**config.mk**
```make
export PLATFORM = sky130hd
export DESIGN_NAME = i2s_slave_rx
export DESIGN_NICKNAME = d
export VERILOG_FILES = /design/src/rtl/i2s_slave_rx.sv
export SDC_FILE = /design/constraint.sdc
export NUM_CORES = 1
export LEC_CHECK = 0
export ABC_AREA = 1
export ABC_CLOCK_PERIOD_IN_PS = 3500
export BUFFER_PORTS_ARGS = -buffer_cell sky130_fd_sc_hd__buf_4
export CAP_MARGIN = 10
export CORE_MARGIN = 8
export CORE_UTILIZATION = 40
export CTS_CLUSTER_DIAMETER = 50
export DETAILED_ROUTE_END_ITERATION = 8
export GPL_TIMING_DRIVEN = 1
export PLACE_DENSITY = 0.66
export SYNTH_ARGS = -nofsm -noshare
export SYNTH_HDL_FRONTEND = slang
export SYNTH_SLANG_ARGS = --single-unit
```
**constraint.sdc**
```tcl
create_clock -name ck -period 3.5 [get_ports ck]
set_input_delay 0.175 -clock ck [delete_from_list [all_inputs] [get_ports ck]]
set_output_delay 0.175 -clock ck [all_outputs]
set_load 0.02 [all_outputs]
```
**src/rtl/i2s_slave_rx.sv**
```systemverilog
`default_nettype none
// ============================================================================
//  Module      : i2s_slave_rx
//  Description : I2S receiver for an externally mastered bus. Synchronises
//                sck/ws/sd into the ck domain and emits left/right pairs.
//  Revision    : 1.0 - initial release
// ============================================================================
module i2s_slave_rx #(
   parameter int WIDTH    = 16,
   parameter int SLOT_MAX = 32
) (
   input  logic             ck,
   input  logic             rst_n,
   input  logic             sck,
   input  logic             ws,
   input  logic             sd,
   output logic [WIDTH-1:0] left,
   output logic [WIDTH-1:0] right,
   output logic             valid,
   output logic [5:0]       frame_posn,
   output logic             locked,
   output logic             frame_err
);

   localparam logic [5:0] c_width    = 6'(WIDTH);
   localparam logic [5:0] c_slot_max = 6'(SLOT_MAX);

   generate
      if (WIDTH < 2 || WIDTH > SLOT_MAX || SLOT_MAX > 32) begin : g_param_check
         $error("i2s_slave_rx: illegal WIDTH/SLOT_MAX combination");
      end
   endgenerate

   logic             r_sck_s1, r_sck_s2, r_sck_s3;
   logic             r_ws_s1,  r_ws_s2;
   logic             r_sd_s1,  r_sd_s2;
   logic             w_rise;

   logic             r_ws_last;
   logic             r_ws_slot;
   logic [5:0]       r_bit_cnt;
   logic [WIDTH-1:0] r_shift;
   logic [WIDTH-1:0] r_left_pend;
   logic             r_left_ok;
   logic             r_armed;

   logic             w_ws_change;
   logic             w_take;
   logic [WIDTH-1:0] w_word;
   logic [5:0]       w_len;
   logic             w_slot_good;
   logic             w_overrun;
   logic [5:0]       w_cnt_next;
   logic             w_slot_next;
   logic [5:0]       w_posn_next;

   // ws and sd share the sck sync depth so they line up with the detected rise
   always_ff @(posedge ck or negedge rst_n) begin
      if (!rst_n) begin
         r_sck_s1 <= 1'b0;
         r_sck_s2 <= 1'b0;
         r_sck_s3 <= 1'b0;
         r_ws_s1  <= 1'b0;
         r_ws_s2  <= 1'b0;
         r_sd_s1  <= 1'b0;
         r_sd_s2  <= 1'b0;
      end else begin
         r_sck_s1 <= sck;
         r_sck_s2 <= r_sck_s1;
         r_sck_s3 <= r_sck_s2;
         r_ws_s1  <= ws;
         r_ws_s2  <= r_ws_s1;
         r_sd_s1  <= sd;
         r_sd_s2  <= r_sd_s1;
      end
   end

   assign w_rise = r_sck_s2 & ~r_sck_s3;

   always_comb begin
      w_ws_change = (r_ws_s2 != r_ws_last);
      w_take      = (r_bit_cnt < c_width);
      w_word      = w_take ? {r_shift[WIDTH-2:0], r_sd_s2} : r_shift;
      // the bit on the ws-change rise still belongs to the ending slot
      w_len       = r_bit_cnt + 6'd1;
      w_slot_good = r_armed && (w_len >= c_width) && (w_len <= c_slot_max);
      w_overrun   = !w_ws_change && r_armed && (r_bit_cnt == c_slot_max);
      if (w_ws_change) begin
         w_cnt_next = 6'd0;
      end else if (r_bit_cnt == c_slot_max) begin
         w_cnt_next = r_bit_cnt;
      end else begin
         w_cnt_next = r_bit_cnt + 6'd1;
      end
      w_slot_next = w_ws_change ? r_ws_s2 : r_ws_slot;
      w_posn_next = {w_slot_next, (w_cnt_next > 6'd31) ? 5'd31 : w_cnt_next[4:0]};
   end

   always_ff @(posedge ck or negedge rst_n) begin
      if (!rst_n) begin
         r_ws_last  <= 1'b0;
         r_ws_slot  <= 1'b0;
         r_bit_cnt  <= 6'd0;
         r_shift    <= '0;
         r_armed    <= 1'b0;
         frame_posn <= 6'd0;
      end else if (w_rise) begin
         r_ws_last  <= r_ws_s2;
         r_ws_slot  <= w_slot_next;
         r_bit_cnt  <= w_cnt_next;
         frame_posn <= w_posn_next;
         if (w_ws_change) begin
            r_shift <= '0;
            r_armed <= 1'b1;
         end else begin
            r_shift <= w_word;
            if (w_overrun) begin
               r_armed <= 1'b0;
            end
         end
      end
   end

   // left is held back until its matching right slot completes cleanly
   always_ff @(posedge ck or negedge rst_n) begin
      if (!rst_n) begin
         r_left_pend <= '0;
         r_left_ok   <= 1'b0;
         left        <= '0;
         right       <= '0;
         valid       <= 1'b0;
         locked      <= 1'b0;
         frame_err   <= 1'b0;
      end else begin
         valid     <= 1'b0;
         frame_err <= 1'b0;
         if (w_rise) begin
            if (w_ws_change) begin
               if (w_slot_good) begin
                  if (!r_ws_last) begin
                     r_left_pend <= w_word;
                     r_left_ok   <= 1'b1;
                  end else if (r_left_ok) begin
                     left      <= r_left_pend;
                     right     <= w_word;
                     valid     <= 1'b1;
                     locked    <= 1'b1;
                     r_left_ok <= 1'b0;
                  end
               end else begin
                  r_left_ok <= 1'b0;
                  locked    <= 1'b0;
               end
            end else if (w_overrun) begin
               frame_err <= 1'b1;
               locked    <= 1'b0;
               r_left_ok <= 1'b0;
            end
         end
      end
   end

endmodule
`default_nettype wire

```
* Word level (Yosys, flattened, before mapping)
Index checks and enable logic that the tools add are counted.
Word-level totals: bits in writable memories 0, logic and storage cells 65, output and inout bits 41, bits in latches 0, memories kept 0, register bits 90, bits in read-only memories 0, input bits 5
Operators by class: add/subtract/negate cells 1, bitwise logic cells 3, mux-type cells 23, equal/unequal tests 4, shift operators 0, div/mod/pow operators 0, multiply operators 0, order comparisons 4, reductions and logical operators 10
Operators with widths (count):
- 16-bit 2-to-1 mux | 2
- 1-bit 2-to-1 mux | 18
- 6-bit 2-to-1 mux | 2
- 4-bit AND reduction | 2
- 6-bit by 1-bit adder with 6-bit output (second input constant) | 1
- 6-bit == test (second input constant) | 1
- 6-bit by 5-bit greater-or-equal comparator with 1-bit output (second input constant) | 1
- 6-bit by 5-bit > comparator with 1-bit output (second input constant) | 1
- 6-bit less-or-equal comparator (second input constant) | 1
- 6-bit by 5-bit less-than comparator with 1-bit output (second input constant) | 1
- 3-bit != test (second input constant) | 2
- 5-bit 2-to-1 mux | 1
- 5-bit AND reduction | 1
- 1-bit logical AND | 4
- 1-bit inverter | 2
- 2-bit AND reduction | 1
- 2-bit nonzero test | 1
- 1-bit bitwise AND | 1
- 1-bit logical NOT | 1
- 1-bit != test | 1

* Depth between registers and ports, before layout
Gate-level depths: netlist (run 1).
depth in word-level cells 7, mapped depth 12, mapped depth without buffers 11

* Worst setup path after synthesis (run 1)
OpenSTA, ideal clock, no wires.
kind reg2reg, start point reg r_ws_last, end point reg right[10], setup time 66 ps, period minus slack after synthesis 1753 ps, required time 3434 ps, setup slack 1747 ps, path buffers 1, stages on the path, launching flop included 9, arrival 1687 ps, cells stage by stage dfrtp_1 -> inv_1 -> ha_1 -> inv_1 -> nand2_1 -> nor3_2 -> clkbuf_1 -> nand4_1 -> nand2_1
On the way: word-level cells in the longest chain between the ends 2
Ends and longest elaborated chain:
- from (decl) | line 39 | logic r_ws_last;
- from (signal assigned) | line 108 | r_ws_last <= r_ws_s2;
- 1-bit != test | line 81 | w_ws_change = (r_ws_s2 != r_ws_last);
- 5-bit AND reduction (no line) (*)
- to (signal assigned) | line 145 | right <= w_word;
- to (decl) | line 18 | output logic [WIDTH-1:0] right,
Mark *: on every way between the ends. The rest lies on a longest branch, timed or not. A chain may end at the register's enable or synchronous reset.

* Worst setup path in the final report (run 1)
start point reg r_bit_cnt[0], end point reg right[7]
On the way: word-level cells in the longest chain between the ends 5, elaborated cells on any way between the ends 8, those cells by class add/sub: 1; order compare: 3; mux: 1; reduce/logical: 3
Ends and longest elaborated chain:
- from (decl) | line 41 | logic [5:0] r_bit_cnt;
- from (signal assigned) | line 110 | r_bit_cnt <= w_cnt_next;
- 6-bit by 1-bit adder with 6-bit output | line 85 | w_len = r_bit_cnt + 6'd1;
- 6-bit by 5-bit greater-or-equal comparator with 1-bit output | line 86 | w_slot_good = r_armed && (w_len >= c_width) && (w_len <= c_slot_max);
- 1-bit logical AND (2 in series) | line 86
- 5-bit AND reduction (no line)
Several ways; a longest one is shown, not always the timed one.

==> flow_metrics.env, run 1 <==
export IMPL_outcome="finished clean"
export IMPL_timing_fmax_mhz=378
export IMPL_design_area_mm2=0.00458
export IMPL_dp_cells=594
export IMPL_crit_type="register to register"
export IMPL_drc=0
export IMPL_setup_ws_ns=0.857
export IMPL_total_power_mw=2.03
export IMPL_synth_simple_area_share_pct=27.0
export IMPL_grt_usage_pct=13.5
export IMPL_io_pins=46
export IMPL_ys_ff_latch=89
export IMPL_place_hpwl_um=5650
export IMPL_clockBufferDepth=2
export IMPL_vias=3008
export IMPL_postCtsHoldBufs=3
export IMPL_dieArea_mm2=0.0131
export IMPL_grt_ovfl_total=0
export IMPL_critPathRequiredTime_ns=3.74
export IMPL_postSynthAreaPerCell_um2=8.90
export IMPL_fin_cells=615
export IMPL_grt_pass1_vias=3039
export IMPL_setup_tns_ns=0
export IMPL_cts_root_buf="clkbuf_8"
export IMPL_syn_inst=436
export IMPL_initial_core_util_pct=40.5
export IMPL_cp_arrival_ns=2.89
export IMPL_cts_setup_buffers=0
export IMPL_htreeDepth=3
export IMPL_yosysSeqAreaShare_pct=57.4
export IMPL_synthMuxAreaShare_pct=0.290
export IMPL_path_max_fanout=33
export IMPL_area_growth_syn_to_layout_pct=17.9
export IMPL_relSlewSlack_pct=50.9
export IMPL_rows=36
export IMPL_syn_nets=446
export IMPL_dieHeight_um=115
export IMPL_drv_cap=0
export IMPL_fin_hold_ws_ns=0.340
export IMPL_ys_types=26
export IMPL_cts_resized=0
export IMPL_p_per_area_mw_per_mm2=444
export IMPL_grt_pass1_wl_um=14400
export IMPL_period_share_pct=75.5
export IMPL_die_w_um=115
export IMPL_antenna_found_initial=0
export IMPL_dp_slack_ns=0.866
export IMPL_skew_ns=0.0100
export IMPL_dpl_cell_area_mm2=0.00429
export IMPL_slew_violations=0
export IMPL_hold_viol=0
export IMPL_synth_top_family_by_area="simple AND/OR/NAND/NOR gates"
export IMPL_cts_sinks=89
export IMPL_coreArea_mm2=0.00959
export IMPL_setup_viol=0
export IMPL_grt_max_degree=90
export IMPL_routed_wl_um=8350
export IMPL_io_buffers=45
export IMPL_cp_start_kind="register"
export IMPL_nets=487
export IMPL_clk_latency_ns=0.35
export IMPL_layout_drive_gt1_share_pct=16.6
export IMPL_synth_compound_area_share_pct=6.54
export IMPL_post_route_min_period_ns=2.64
export IMPL_path_clk_slew_ns=0.10
export IMPL_vdd_drop_max_uv=257
export IMPL_ys_warn_count=0
export IMPL_synth_xor_area_share_pct=0
export IMPL_final_util_pct=47.7
export IMPL_drtPass1Iterations=4
export IMPL_leakage_nw=2.38
export IMPL_critPathCaptureType="register"
export IMPL_drtIter0Drc=183
export IMPL_cts_tree="built"
export IMPL_rsz0062_at_grt="false"
export IMPL_hold_class="primary input to async pin"
export IMPL_synthAdderAreaFrac_pct=1.61
export IMPL_numCtsBuffers=9
export IMPL_wl_per_cell_um=13.6
export IMPL_antenna_cells=0
export IMPL_synthesis_area_mm2=0.00388
export IMPL_routabilityCongestion=0.787
export IMPL_tightest_slew_ns=0.736
export IMPL_via_per_inst=4.89
export IMPL_drtAntennaViolNets=0
[cell usage in the layout (no fill, tap or decap), types with 2 or more instances in the layout]
master and n:
nand2_1 151, dfrtp_1 89, nand4_1 51, buf_4 50, o21ai_0 42, inv_1 36, nand3_1 12, clkbuf_8 9
nor2_1 5, ha_1 5, dlygate4sd3_1 4, a21oi_1 3, inv_6 3, inv_2 2, nor2_2 2, nand2_2 2
nand3_2 2, bufinv_16 2
[synth_stat cells, drive strengths merged]
cell type,number,area share [%]
a21oi,4,0.81
and2,1,0.16
buf,18,2.8
clkbuf,7,0.68
dfrtp,89,57
ha,5,1.6
inv,38,3.7
mux2,1,0.29
nand2,153,15
nand3,14,2.1
nand4,51,8.2
nor2,8,1.1
nor3,2,0.39
o21ai,43,5.5
o21bai,1,0.19
or2,1,0.16
[kinds of logic (layout without fill, tap and decap cells)]
family                     count (synthesis)  count (layout)
DFF                                       89              89
and+or+nand+nor                          230             230
muxes                                      1               1
adders and majority gates                  5               5
buffers and inverters                     63             109
AOI/OAI and AO/OA                         48              48
[per-layer routing]
metal / part of all wire, % / routed length [um] / track usage [%]
met5: 0 / 0 / 0
met3: 5.4 / 452 / 3.64
met2: 45 / 3790 / 21.8
met1: 48 / 3990 / 17.0
met4: 1.3 / 112 / 5.06
[flip-flops by register name (all words and copies together) (netlist names), 6 cells and up]
name	flops
r_bit_cnt	6
left	16
right	16
frame_posn	6
r_left_pend	16
r_shift	16
[report_power, final]
part,switching (mW),internal [mW]
clock,0.390,0.415
sequential,0.0217,1.06
combinational,0.0977,0.0510
[path summary, 6_finish.rpt]
kind | from | end | slack [ns] | cells past startpoint
setup / recovery | r_bit_cnt[0] | right[7] | 0.86 | 9
hold / removal | rst_n | right[12] | 0.34 | 2
setup reg to reg | r_bit_cnt[0] | right[7] | 0.86 | 9
hold reg to reg | r_sd_s1 | r_sd_s2 | 0.35 | 0
max in group asynchronous | rst_n | r_left_pend[3] | 2.53 | 3
min in group ck | r_sd_s1 | r_sd_s2 | 0.35 | 0
[critical path, stage by stage (launching register included)]
cell and delay (ns):
dfrtp_1 0.43, ha_1 0.26, nand3_1 0.09, nand2_1 0.05, nand2_1 0.10, inv_1 0.08
a21oi_4 0.53, nand3_2 0.66, nand2_1 0.24, nand2_1 0.07
[area by class of cell]
class	count	area (um^2)
clock inverters	7	105
repair buffers	55	435
multi-input cells	284	1380
well taps	133	166
flip-flops and latches	89	2230
inverters	38	143
fillers	922	5020
clock buffers	9	124
No activity file was read; power rests on OpenSTA's default activity.
==> run 2, diff against run 1 <==
Settings changed: ABC_AREA 1 to 0, ABC_CLOCK_PERIOD_IN_PS 3500 to 2500.
Clock period 3.5 ns to 2.5 ns, I/O delays scaled along.
==> flow_metrics.env, run 2 <==
export IMPL_final_common_cell="dfrtp_1"
export IMPL_rows=35
export IMPL_slew_violations=0
export IMPL_period_share_pct=88.7
export IMPL_coreArea_mm2=0.00924
export IMPL_initial_core_util_pct=41.2
export IMPL_critPathRequiredTime_ns=2.73
export IMPL_numCtsBuffers=9
export IMPL_tightest_slew_ns=0.728
export IMPL_synth_most_common_cell="dfrtp_1"
export IMPL_skew_ns=0.00916
export IMPL_synth_top_area_share_pct=58.5
export IMPL_path_max_fanout=9
export IMPL_cp_slowest_cell="dfrtp_1"
export IMPL_grt_max_degree=58
export IMPL_die_w_um=114
export IMPL_cts_setup_buffers=0
export IMPL_dieHeight_um=114
export IMPL_final_cell_mix="89 x dfrtp_1, 58 x mux2_2, 54 x buf_4"
export IMPL_grt_usage_pct=11.6
export IMPL_crit_type="register to register"
export IMPL_grt_ovfl_total=0
export IMPL_hold_class="register to register"
export IMPL_rsz0062_at_grt="false"
export IMPL_nets=339
export IMPL_p_per_area_mw_per_mm2=635
export IMPL_htreeDepth=3
export IMPL_io_pins=46
export IMPL_antenna_found_initial=0
export IMPL_setup_viol=0
export IMPL_antenna_cells=0
export IMPL_critPathCaptureType="register"
export IMPL_fin_cells=462
export IMPL_hold_viol=0
export IMPL_ys_ff_latch=89
export IMPL_outcome="finished clean"
export IMPL_timing_fmax_mhz=451
export IMPL_cp_cell_sequence="ha_1, nor3_1, a31o_2, o2111ai_2, a211oi_4, buf_4, mux2_4"
export IMPL_dp_cells=443
export IMPL_wl_per_cell_um=15.2
export IMPL_vdd_drop_max_uv=391
export IMPL_place_hpwl_um=4720
export IMPL_cts_sinks=89
export IMPL_netlist_top_cells_count="89 x dfrtp_1, 58 x mux2_2, 19 x a22o_1, 15 x nand2_1, 15 x o21ai_0"
export IMPL_ys_types=41
export IMPL_clk_latency_ns=0.35
export IMPL_yosysSeqAreaShare_pct=58.5
export IMPL_dieArea_mm2=0.0129
export IMPL_wl_met1_um=3360
export IMPL_synthArstFlopShare_pct=100
export IMPL_routabilityCongestion=0.788
export IMPL_yosysTopAreaCell="dfrtp_1"
export IMPL_dp_slack_ns=0.288
export IMPL_setup_tns_ns=0
export IMPL_syn_nets=284
export IMPL_postSynthAreaPerCell_um2=13.9
export IMPL_cp_arrival_ns=2.45
export IMPL_cpPeakStageDelay_ns=0.39
export IMPL_worstHoldStart="r_sck_s1"
export IMPL_clockBufferDepth=2
export IMPL_ys_warn_count=0
export IMPL_path_clk_slew_ns=0.08
export IMPL_relSlewSlack_pct=51.5
export IMPL_grt_pass1_vias=2395
export IMPL_reg2reg_from="r_bit_cnt[0]"
export IMPL_io_buffers=45
export IMPL_leakage_nw=2.26
export IMPL_drtPass1Iterations=4
export IMPL_syn_inst=274
export IMPL_synth_area_top_cells="dfrtp_1 58%, mux2_2 17%, a22o_1 4.4%"
export IMPL_drv_cap=0
export IMPL_top_layer="met4"
export IMPL_critical_path_startpoint="r_bit_cnt[0]"
export IMPL_area_growth_syn_to_layout_pct=21.2
export IMPL_routed_wl_um=7010
export IMPL_cts_tree="built"
export IMPL_synth_edf_count=0
export IMPL_grt_pass1_wl_um=12100
export IMPL_cts_root_buf="clkbuf_8"
export IMPL_setup_ws_ns=0.283
export IMPL_synthesis_area_mm2=0.00381
export IMPL_ys_flop_type="dfrtp_1"
export IMPL_wl_met3_um=345
export IMPL_drtIter0Drc=93
export IMPL_vias=2300
export IMPL_via_per_inst=4.98
export IMPL_post_route_min_period_ns=2.22
export IMPL_layout_drive_gt1_share_pct=44.7
export IMPL_total_power_mw=2.93
export IMPL_wl_met2_um=3230
export IMPL_cp_start_kind="register"
export IMPL_drtAntennaViolNets=0
export IMPL_drc=0
[run 2: cell types whose count changed in the layout (fill, tap and decap cells not counted), sizes merged, moves of 11 or more]
cell and change:
a22o +19, inv -35, mux2 +66, nand2 -138, nand3 -11, nand4 -50, o21ai -28
[run 2: per-stage QoR]
step,instance area (um^2),utilization [%],hold slack (ns)
after floorplan,3810,-,-0.171
after global placement,4340,47.0,0.234
after detailed placement,4340,47.0,0.236
after CTS,4620,50.0,0.360
after global routing,4620,50.0,0.375
final,4620,50.0,0.357
[run 2: area by class of cell]
type / count / area (um^2)
Tap cell: 129 / 161
Multi-Input combinational cell: 162 / 1470
Fill cell: 807 / 4620
Clock inverter: 5 / 104
Inverter: 6 / 22.5
Timing Repair Buffer: 61 / 505
Sequential cell: 89 / 2230
Clock buffer: 10 / 128
[run 2: kinds of logic (layout without fill, tap and decap cells)]
| logic type | Yosys count | after routing | share of synthesized area, % |
|---|---|---|---|
| multiplexers | 67 | 67 | 20.7 |
| AO/OA/AOI/OAI | 49 | 49 | 9.89 |
| adder cells (fa/ha/maj) | 5 | 5 | 1.64 |
| AND/OR/NAND/NOR | 36 | 36 | 4.96 |
| flip-flops | 89 | 89 | 58.5 |
| XOR/XNOR | 5 | 5 | 1.15 |
| buffers and inverters | 23 | 82 | 3.15 |
[run 2: power by group]
group	internal, mW	switching, mW	total [mW]
Sequential	1.48	0.0317	1.51
Clock	0.661	0.488	1.15
Combinational	0.113	0.157	0.269
[run 2: what timing repair did]
| action | CTS | global route |
|---|---|---|
| hold buffers | 4 | 0 |
| hold endpoints to repair | 59 | 0 |
| gates resized for setup | 0 | 0 |
| endpoints found under the setup margin | 0 | 0 |
[run 2: path summary, 6_finish.rpt]
path / end / slack, ns / depth (start not counted)
min in group asynchronous: right[10] / 0.38 / 2
min: r_sck_s2 / 0.36 / 0
max reg2reg: r_left_pend[7] / 0.28 / 7
max in group asynchronous: r_ws_last / 1.48 / 3
min reg2reg: r_sck_s2 / 0.36 / 0
max: r_left_pend[7] / 0.28 / 7
[run 2: worst max-delay path, delay by kind of cell (launching register included)]
kind,cells,cell delay (ns)
AND/OR/NAND/NOR,1,0.17
multiplexers,1,0.32
buffers and inverters,1,0.25
adder cells (fa/ha/maj),1,0.31
flip-flops,1,0.39
AO/OA/AOI/OAI,3,0.66
[run 2: routing by layer]
layer,up-vias,global-route usage [%]
met1,1172,15.0
met3,5,4.17
li1,1077,-
met2,46,18.0
met5,-,0
met4,0,3.20
